$ cat config.mk
export PLATFORM = sky130hd
export DESIGN_NAME = mdu_sequencer
export DESIGN_NICKNAME = d
export VERILOG_FILES = /design/src/rtl/mdu_pkg.sv /design/src/rtl/mdu_datapath.sv /design/src/rtl/mdu_sequencer.sv
export SDC_FILE = /design/constraint.sdc
export NUM_CORES = 1
export LEC_CHECK = 0
export ABC_AREA = 1
export CAP_MARGIN = 20
export CELL_PAD_IN_SITES_DETAIL_PLACEMENT = 1
export CELL_PAD_IN_SITES_GLOBAL_PLACEMENT = 1
export CORE_MARGIN = 5
export CORE_UTILIZATION = 42
export CTS_CLUSTER_SIZE = 16
export DETAILED_ROUTE_END_ITERATION = 10
export PLACE_DENSITY = 0.82
export SLEW_MARGIN = 20
export SYNTH_ARGS = -nofsm -noshare
export SYNTH_HDL_FRONTEND = slang
export SYNTH_SLANG_ARGS = --single-unit
$ cat constraint.sdc
create_clock -name clk -period 10.34 [get_ports clk]
set_clock_uncertainty 0.15 [all_clocks]
set_input_delay 1.551 -clock clk [delete_from_list [all_inputs] [get_ports clk]]
set_output_delay 1.551 -clock clk [all_outputs]
set_load 0.005 [all_outputs]
$ cat src/rtl/mdu_pkg.sv
// mdu_pkg: shared types and constants for the RV32M multiply/divide sequencer
package mdu_pkg;
  typedef enum logic [2:0] {
    OP_MUL    = 3'b000,
    OP_MULH   = 3'b001,
    OP_MULHSU = 3'b010,
    OP_MULHU  = 3'b011,
    OP_DIV    = 3'b100,
    OP_DIVU   = 3'b101,
    OP_REM    = 3'b110,
    OP_REMU   = 3'b111
  } mdu_op_e;
  typedef enum logic [1:0] {IDLE, CALC, FIX, DONE} mdu_state_e;
  localparam int STEPS = 32;
  localparam logic [4:0] LAST_STEP = 5'(STEPS - 1);
  localparam logic [31:0] DIV_ZERO_Q = 32'hFFFF_FFFF;
  localparam logic [31:0] OVF_DIVIDEND = 32'h8000_0000;
  localparam logic [31:0] OVF_DIVISOR = 32'hFFFF_FFFF;
  localparam logic [31:0] OVF_REM = 32'h0000_0000;
endpackage

$ cat src/rtl/mdu_datapath.sv
// mdu_datapath: operand magnitudes, shared 33-bit adder/subtractor, accumulator and sign fix-up
module mdu_datapath
  import mdu_pkg::*;
(
  input  logic        clk,
  input  logic        rst_n,
  input  logic        load,
  input  logic        step,
  input  logic        fix,
  input  logic [2:0]  op,
  input  logic [31:0] opa,
  input  logic [31:0] opb,
  output logic        fast,
  output logic [31:0] result
);
  mdu_op_e     op_in, op_q;
  logic        a_sgn, b_sgn, a_neg, b_neg, a_neg_q, b_neg_q;
  logic        is_div, div0, ovf, ge;
  logic [31:0] a_mag, b_mag, fast_val;
  logic [31:0] hi, lo, mcand;
  logic [32:0] sh, add_a, add_b, sum;
  logic [63:0] prod, prod_s;
  logic [31:0] quot_s, rem_s, sel;
  // accept-time decode: signedness, magnitudes and the divide special cases
  always_comb begin
    op_in = mdu_op_e'(op);
    a_sgn = op_in inside {OP_MULH, OP_MULHSU, OP_DIV, OP_REM};
    b_sgn = op_in inside {OP_MULH, OP_DIV, OP_REM};
    a_neg = a_sgn & opa[31];
    b_neg = b_sgn & opb[31];
    a_mag = a_neg ? -opa : opa;
    b_mag = b_neg ? -opb : opb;
    div0 = opb == '0;
    ovf = (op_in inside {OP_DIV, OP_REM}) && opa == OVF_DIVIDEND && opb == OVF_DIVISOR;
    fast = op[2] & (div0 | ovf);
    fast_val = div0 ? (op[1] ? opa : DIV_ZERO_Q) : (op[1] ? OVF_REM : OVF_DIVIDEND);
  end
  // one adder serves both: hi + multiplicand for multiply, shifted rem - divisor for divide
  always_comb begin
    is_div = op_q[2];
    sh = {hi, lo[31]};
    add_a = is_div ? {1'b0, sh[31:0]} : {1'b0, hi};
    add_b = is_div ? ~{1'b0, mcand} : (lo[0] ? {1'b0, mcand} : 33'd0);
    sum = add_a + add_b + {32'd0, is_div};
    ge = sh[32] | ~sum[32];
  end
  // sign restoration and output word selection
  always_comb begin
    prod = {hi, lo};
    prod_s = (a_neg_q ^ b_neg_q) ? -prod : prod;
    quot_s = (a_neg_q ^ b_neg_q) ? -lo : lo;
    rem_s = a_neg_q ? -hi : hi;
    sel = op_q == OP_MUL ? prod_s[31:0] : !op_q[2] ? prod_s[63:32] : !op_q[1] ? quot_s : rem_s;
  end
  // accumulator load/step and result register
  always_ff @(posedge clk) begin
    if (!rst_n) begin
      op_q <= OP_MUL;
      a_neg_q <= 1'b0;
      b_neg_q <= 1'b0;
      hi <= '0;
      lo <= '0;
      mcand <= '0;
      result <= '0;
    end else begin
      if (load) begin
        op_q <= op_in;
        a_neg_q <= a_neg;
        b_neg_q <= b_neg;
        hi <= '0;
        lo <= op[2] ? a_mag : b_mag;
        mcand <= op[2] ? b_mag : a_mag;
        if (fast) result <= fast_val;
      end else if (step) begin
        hi <= is_div ? (ge ? sum[31:0] : sh[31:0]) : sum[32:1];
        lo <= is_div ? {lo[30:0], ge} : {sum[0], lo[31:1]};
      end
      if (fix) result <= sel;
    end
  end
endmodule

$ cat src/rtl/mdu_sequencer.sv
// mdu_sequencer: FSM, step counter and start/busy/done handshake for the RV32M unit
module mdu_sequencer
  import mdu_pkg::*;
#(
  parameter int XLEN = 32
) (
  input  logic            clk,
  input  logic            rst_n,
  input  logic            start,
  input  logic [2:0]      op,
  input  logic [XLEN-1:0] opa,
  input  logic [XLEN-1:0] opb,
  input  logic            flush,
  output logic            busy,
  output logic            done,
  output logic [XLEN-1:0] result
);
  mdu_state_e state, nxt;
  logic [4:0] cnt;
  logic       accept, fast;
  // state and step counter registers
  always_ff @(posedge clk) begin
    if (!rst_n) begin
      state <= IDLE;
      cnt <= '0;
    end else begin
      state <= nxt;
      cnt <= (accept || state != CALC) ? '0 : cnt + 5'd1;
    end
  end
  // next state and handshake outputs; flush overrides everything
  always_comb begin
    accept = state == IDLE && start && !flush;
    nxt = state;
    if (flush) nxt = IDLE;
    else
      case (state)
        IDLE:    nxt = accept ? (fast ? DONE : CALC) : IDLE;
        CALC:    nxt = cnt == LAST_STEP ? FIX : CALC;
        FIX:     nxt = DONE;
        default: nxt = IDLE;
      endcase
    busy = state != IDLE;
    done = state == DONE;
  end
  mdu_datapath u_dp (
    .clk   (clk),
    .rst_n (rst_n),
    .load  (accept),
    .step  (state == CALC),
    .fix   (state == FIX && !flush),
    .op    (op),
    .opa   (opa),
    .opb   (opb),
    .fast  (fast),
    .result(result)
  );
endmodule

==> results.txt <==
- Cells with a size suffix above 1 make up 4.37% of the layout.
* Highest attainable clock frequency: 0.196 GHz
- Share of the cycle needed by the critical path after routing: 49.4%
* Sequential share of the synthesized area: 17.6%
- Worst hold slack after final layout: 294 ps
- Pin placement for this block handled 105 I/O pins.
- Leaving out fill and tap cells, the most frequent cells in the layout are sky130_fd_sc_hd__nand2_1 (901), sky130_fd_sc_hd__nand3_1 (382), sky130_fd_sc_hd__inv_1 (332), sky130_fd_sc_hd__nor2_1 (318), sky130_fd_sc_hd__o21ai_0 (217).
- Using the TritonRoute via totals, the vias-per-cell ratio works out to 5.99.
* Number of pins with negative max-slew slack in the final report: 0
- Leakage dissipation: 0.00866 uW
- First-pass iteration count of the detailed router: 5
* Share of synthesized flip-flops with an asynchronous set or reset: 0%
- Once routing completed, OpenROAD measured the worst setup slack at 5230 ps.
- Relative slew margins: 32.4%
- The congestion estimate from routability-driven global placement came to 1.01.
- Vias in the first global route: 20800
- The final hold violation count came to 0.
* CTS tree: built
* Area used by multi-input combinational logic: 11300 sq um
- Global-route wire length before repair: 125 mm
- Maximum net fanout on the critical path: 88
* Hold path startpoint: cnt[0]
- In the final timing run, aggregate negative setup slack is 0 ps.
- The clock network burns 32.0% of the power.
- Mapped Avg Cell Area: 5.40 sq um
- Switching power as a share of total power: 44.1%
* Area of the placeable core: 37600 sq um
- Number of standard cells after synthesis: 2956
- Setup Fix Bufs, Post-CTS: 0
* Total number of nets in the final design: 3074
* Type of the worst setup path: reg -> reg
- The internal power of the cells totals 1090 uW.
- The number of nets in the synthesized netlist is 3067.
- CTS built an H-tree with a depth of 4.
- No sink is reached through more buffers than the 2 on the longest clock path.
- Most common cell after layout, fill and taps aside: sky130_fd_sc_hd__nand2_1
- Port buffering added 104 buffers.
* EDFF count, synth: 0
* Area of the mapped netlist: 16000 sq um
- Post-DP HPWL: 66.0 mm
- Floorplan die height: 205 um
- The routed layout has 20900 vias.
- Antenna Nets Post-Route: 0
- Global routing used 38.6% of the available tracks.
- Antenna violations before repair: 4
- Setup violations, final: 0
* Effective utilization at floorplan: 42.5%
- The number of clock buffers added by TritonCTS is 17.
- Dominant register cell in the synthesized netlist: sky130_fd_sc_hd__dfxtp_1
- Clock Pin Slew Worst Setup and Hold Paths: 70 ps
* DRT Wirelength: 82.5 mm
- Peak supply drop: 0.153 mV
* Startpoint of the worst register-to-register path: u_dp.op_q[2]
* Congestion Overflow GR: 0
- DRC viols: 0
- The worst setup path is launched from a flop.
* Worst path arrival time: 5290 ps
- For this design the ratio of total power to cell area is 109 nW/um^2.
- Tracing the worst setup path back leads to its startpoint at u_dp.op_q[2].
- Die footprint: 42000 sq um
* Hold-fix buffers, CTS: 0
* Root Buffer Master: sky130_fd_sc_hd__clkbuf_16
- Endpoint class of the critical path: flop
- For this run, the number of Yosys warnings is 0.
- RSZ-0062 raised after global routing: no
* Core utilization of the finished layout: 47.4%
- At the placement stage, the worst setup path has a slack of 5030 ps.
- Summed over all nets, the switching power comes to 860 uW.
* Clock Latency Late Sink: 450 ps
* Maximum number of pins on one net before global-route repair: 89
- After filler insertion, the fill cell instance count of the layout stands at 5523.
- In this run, synthesis produced a sequential element count of 140.
- The initialized floorplan defines 71 standard-cell rows.
* Wire length per cell after detailed routing: 23.7 um
- Once the clock tree was built, the resizer swapped 0 gates to a different size.
* WP data required: 10530 ps
* Num Clock Sinks: 140
- Logic depth of the worst register-to-register path: 19
- For this block, the initial DRC count from the detailed router was 1922.
- The worst hold path belongs to the class reg -> reg.
- The tool flagged a number of max-cap violations equal to 0.
- Counting distinct cell types in the post-synthesis netlist gives 50.
- Worst-margin pin slew: 1010 ps
- Hold-critical path depth: 1
* Synthesis-to-layout area growth: 11.6%
- Period minus WS final: 5110 ps
- Reg power frac: 31.4%
- In this run, the combinational gates consume 36.6% of the power.
- Die width: 205 um
* Register Area: 2810 sq um
* Status: finished clean
-- critical path: stages, from the launching register on --
cell and delay [ps]:
sky130_fd_sc_hd__dfxtp_4 680, sky130_fd_sc_hd__buf_4 580, sky130_fd_sc_hd__buf_4 810, sky130_fd_sc_hd__o21ai_0 260
sky130_fd_sc_hd__fa_1 420, sky130_fd_sc_hd__inv_1 100, sky130_fd_sc_hd__fa_1 220, sky130_fd_sc_hd__nand2_1 60
sky130_fd_sc_hd__nand2_1 120, sky130_fd_sc_hd__nand2_1 90, sky130_fd_sc_hd__o21ai_0 360, sky130_fd_sc_hd__nand2_1 90
sky130_fd_sc_hd__nand2_1 220, sky130_fd_sc_hd__nand2_1 110, sky130_fd_sc_hd__nand2_1 70, sky130_fd_sc_hd__nand2_1 90
sky130_fd_sc_hd__nand3_1 100, sky130_fd_sc_hd__nand2_1 70, sky130_fd_sc_hd__a21oi_1 240, sky130_fd_sc_hd__nor2_1 70
-- final timing paths --
check | slack [ps] | end
max | 5230 | u_dp.hi[22]
min | 290 | cnt[0]
max reg2reg | 5230 | u_dp.hi[22]
min reg2reg | 290 | cnt[0]
-- cell type report --
type	instances	area share, %
Antenna cell	1	0.0140
Timing Repair Buffer	125	6.81
Sequential cell	140	15.8
Clock buffer	17	2.39
Tap cell	511	3.59
Clock inverter	15	0.829
Multi-Input combinational cell	2333	63.3
Inverter	346	7.33
-- state kept, by name (all words and copies together) (netlist names) --
| name | count |
|---|---|
| cnt | 5 |
| state | 2 |
| u_dp.a_neg_q | 1 |
| u_dp.b_neg_q | 1 |
| u_dp.hi | 32 |
| u_dp.lo | 32 |
| u_dp.mcand | 32 |
| u_dp.op_q | 3 |
| u_dp.result | 32 |
-- kinds of logic (layout without fill, tap and decap cells) --
| kind of cell | after synthesis | count (layout) | share of synthesized area [%] |
|---|---|---|---|
| AO/OA/AOI/OAI | 502 | 502 | 17.5 |
| XOR/XNOR | 75 | 75 | 4.12 |
| adder cells (fa/ha/maj) | 40 | 40 | 3.23 |
| buffers and inverters | 483 | 503 | 12.0 |
| flip-flops | 140 | 140 | 17.6 |
| other | 0 | 1 | 0 |
| AND/OR/NAND/NOR | 1716 | 1716 | 45.5 |
-- synth_stat cells (2+ instances only) --
cell                        count  area, sq um
sky130_fd_sc_hd__nand2_1      902         3390
sky130_fd_sc_hd__o221ai_1       2         17.5
sky130_fd_sc_hd__a21oi_2       22          193
sky130_fd_sc_hd__inv_4          2         12.5
sky130_fd_sc_hd__nand2_4        3         33.8
sky130_fd_sc_hd__nand3_1      383         1920
sky130_fd_sc_hd__or2_1          2         12.5
sky130_fd_sc_hd__a22oi_1        4         30.0
sky130_fd_sc_hd__buf_1         19         71.3
sky130_fd_sc_hd__buf_2         28          140
sky130_fd_sc_hd__fa_1           2         40.0
sky130_fd_sc_hd__xor2_1        62          543
sky130_fd_sc_hd__inv_1        333         1250
sky130_fd_sc_hd__a31oi_1       31          194
sky130_fd_sc_hd__nor2_4         4         45.0
sky130_fd_sc_hd__dfxtp_1      140         2800
sky130_fd_sc_hd__nor2_2        13         81.3
sky130_fd_sc_hd__nand4_1       31          194
sky130_fd_sc_hd__o211ai_1      29          218
sky130_fd_sc_hd__ha_1          38          475
sky130_fd_sc_hd__inv_2          7         26.3
sky130_fd_sc_hd__nor4_1         4         25.0
sky130_fd_sc_hd__clkinv_1       4         15.0
sky130_fd_sc_hd__clkbuf_1      81          304
sky130_fd_sc_hd__a21o_1         3         22.5
sky130_fd_sc_hd__a21oi_1      151          756
sky130_fd_sc_hd__nand2_2        7         43.8
sky130_fd_sc_hd__o31ai_1        2         15.0
sky130_fd_sc_hd__o21ai_1       18         90.1
sky130_fd_sc_hd__nor3_1        25          125
sky130_fd_sc_hd__buf_6          8         90.1
sky130_fd_sc_hd__nor3_4         2         32.5
sky130_fd_sc_hd__o21ai_0      217         1090
sky130_fd_sc_hd__or2_2          3         18.8
sky130_fd_sc_hd__nor2_1       322         1210
sky130_fd_sc_hd__o21bai_1      11         82.6
sky130_fd_sc_hd__o22ai_1        4         25.0
sky130_fd_sc_hd__xnor2_1       13          114
sky130_fd_sc_hd__o2111ai_1      5         43.8
sky130_fd_sc_hd__nand3b_1       9         67.6
-- metal layers --
metal / global-route usage, % / vias to the layer above / part of all wire (%)
li1: - / 9608 / -
met1: 49.4 / 10100 / 41
met2: 61.5 / 910 / 44
met3: 6.49 / 263 / 7.8
met4: 22.1 / 6 / 7.2
met5: 0 / - / 0.040
-- power groups by stage --
stage	Combinational, uW	Sequential, uW	Clock, uW
2_1_floorplan	444	596	0
3_3_place_gp	668	620	0
3_5_place_dp	683	621	0
4_1_cts	690	609	623
5_1_grt	772	612	645
6_report	713	611	624
-- through the flow --
step	instances	power [uW]	area (sq um)
floorplan	2956	1040	16000
global placement	3454	1290	17200
detailed placement	3454	1300	17200
CTS	3486	1920	17800
global route	3487	2030	17800
finish	3488	1950	17800
Note: power is estimated with default switching activity, not from simulation.
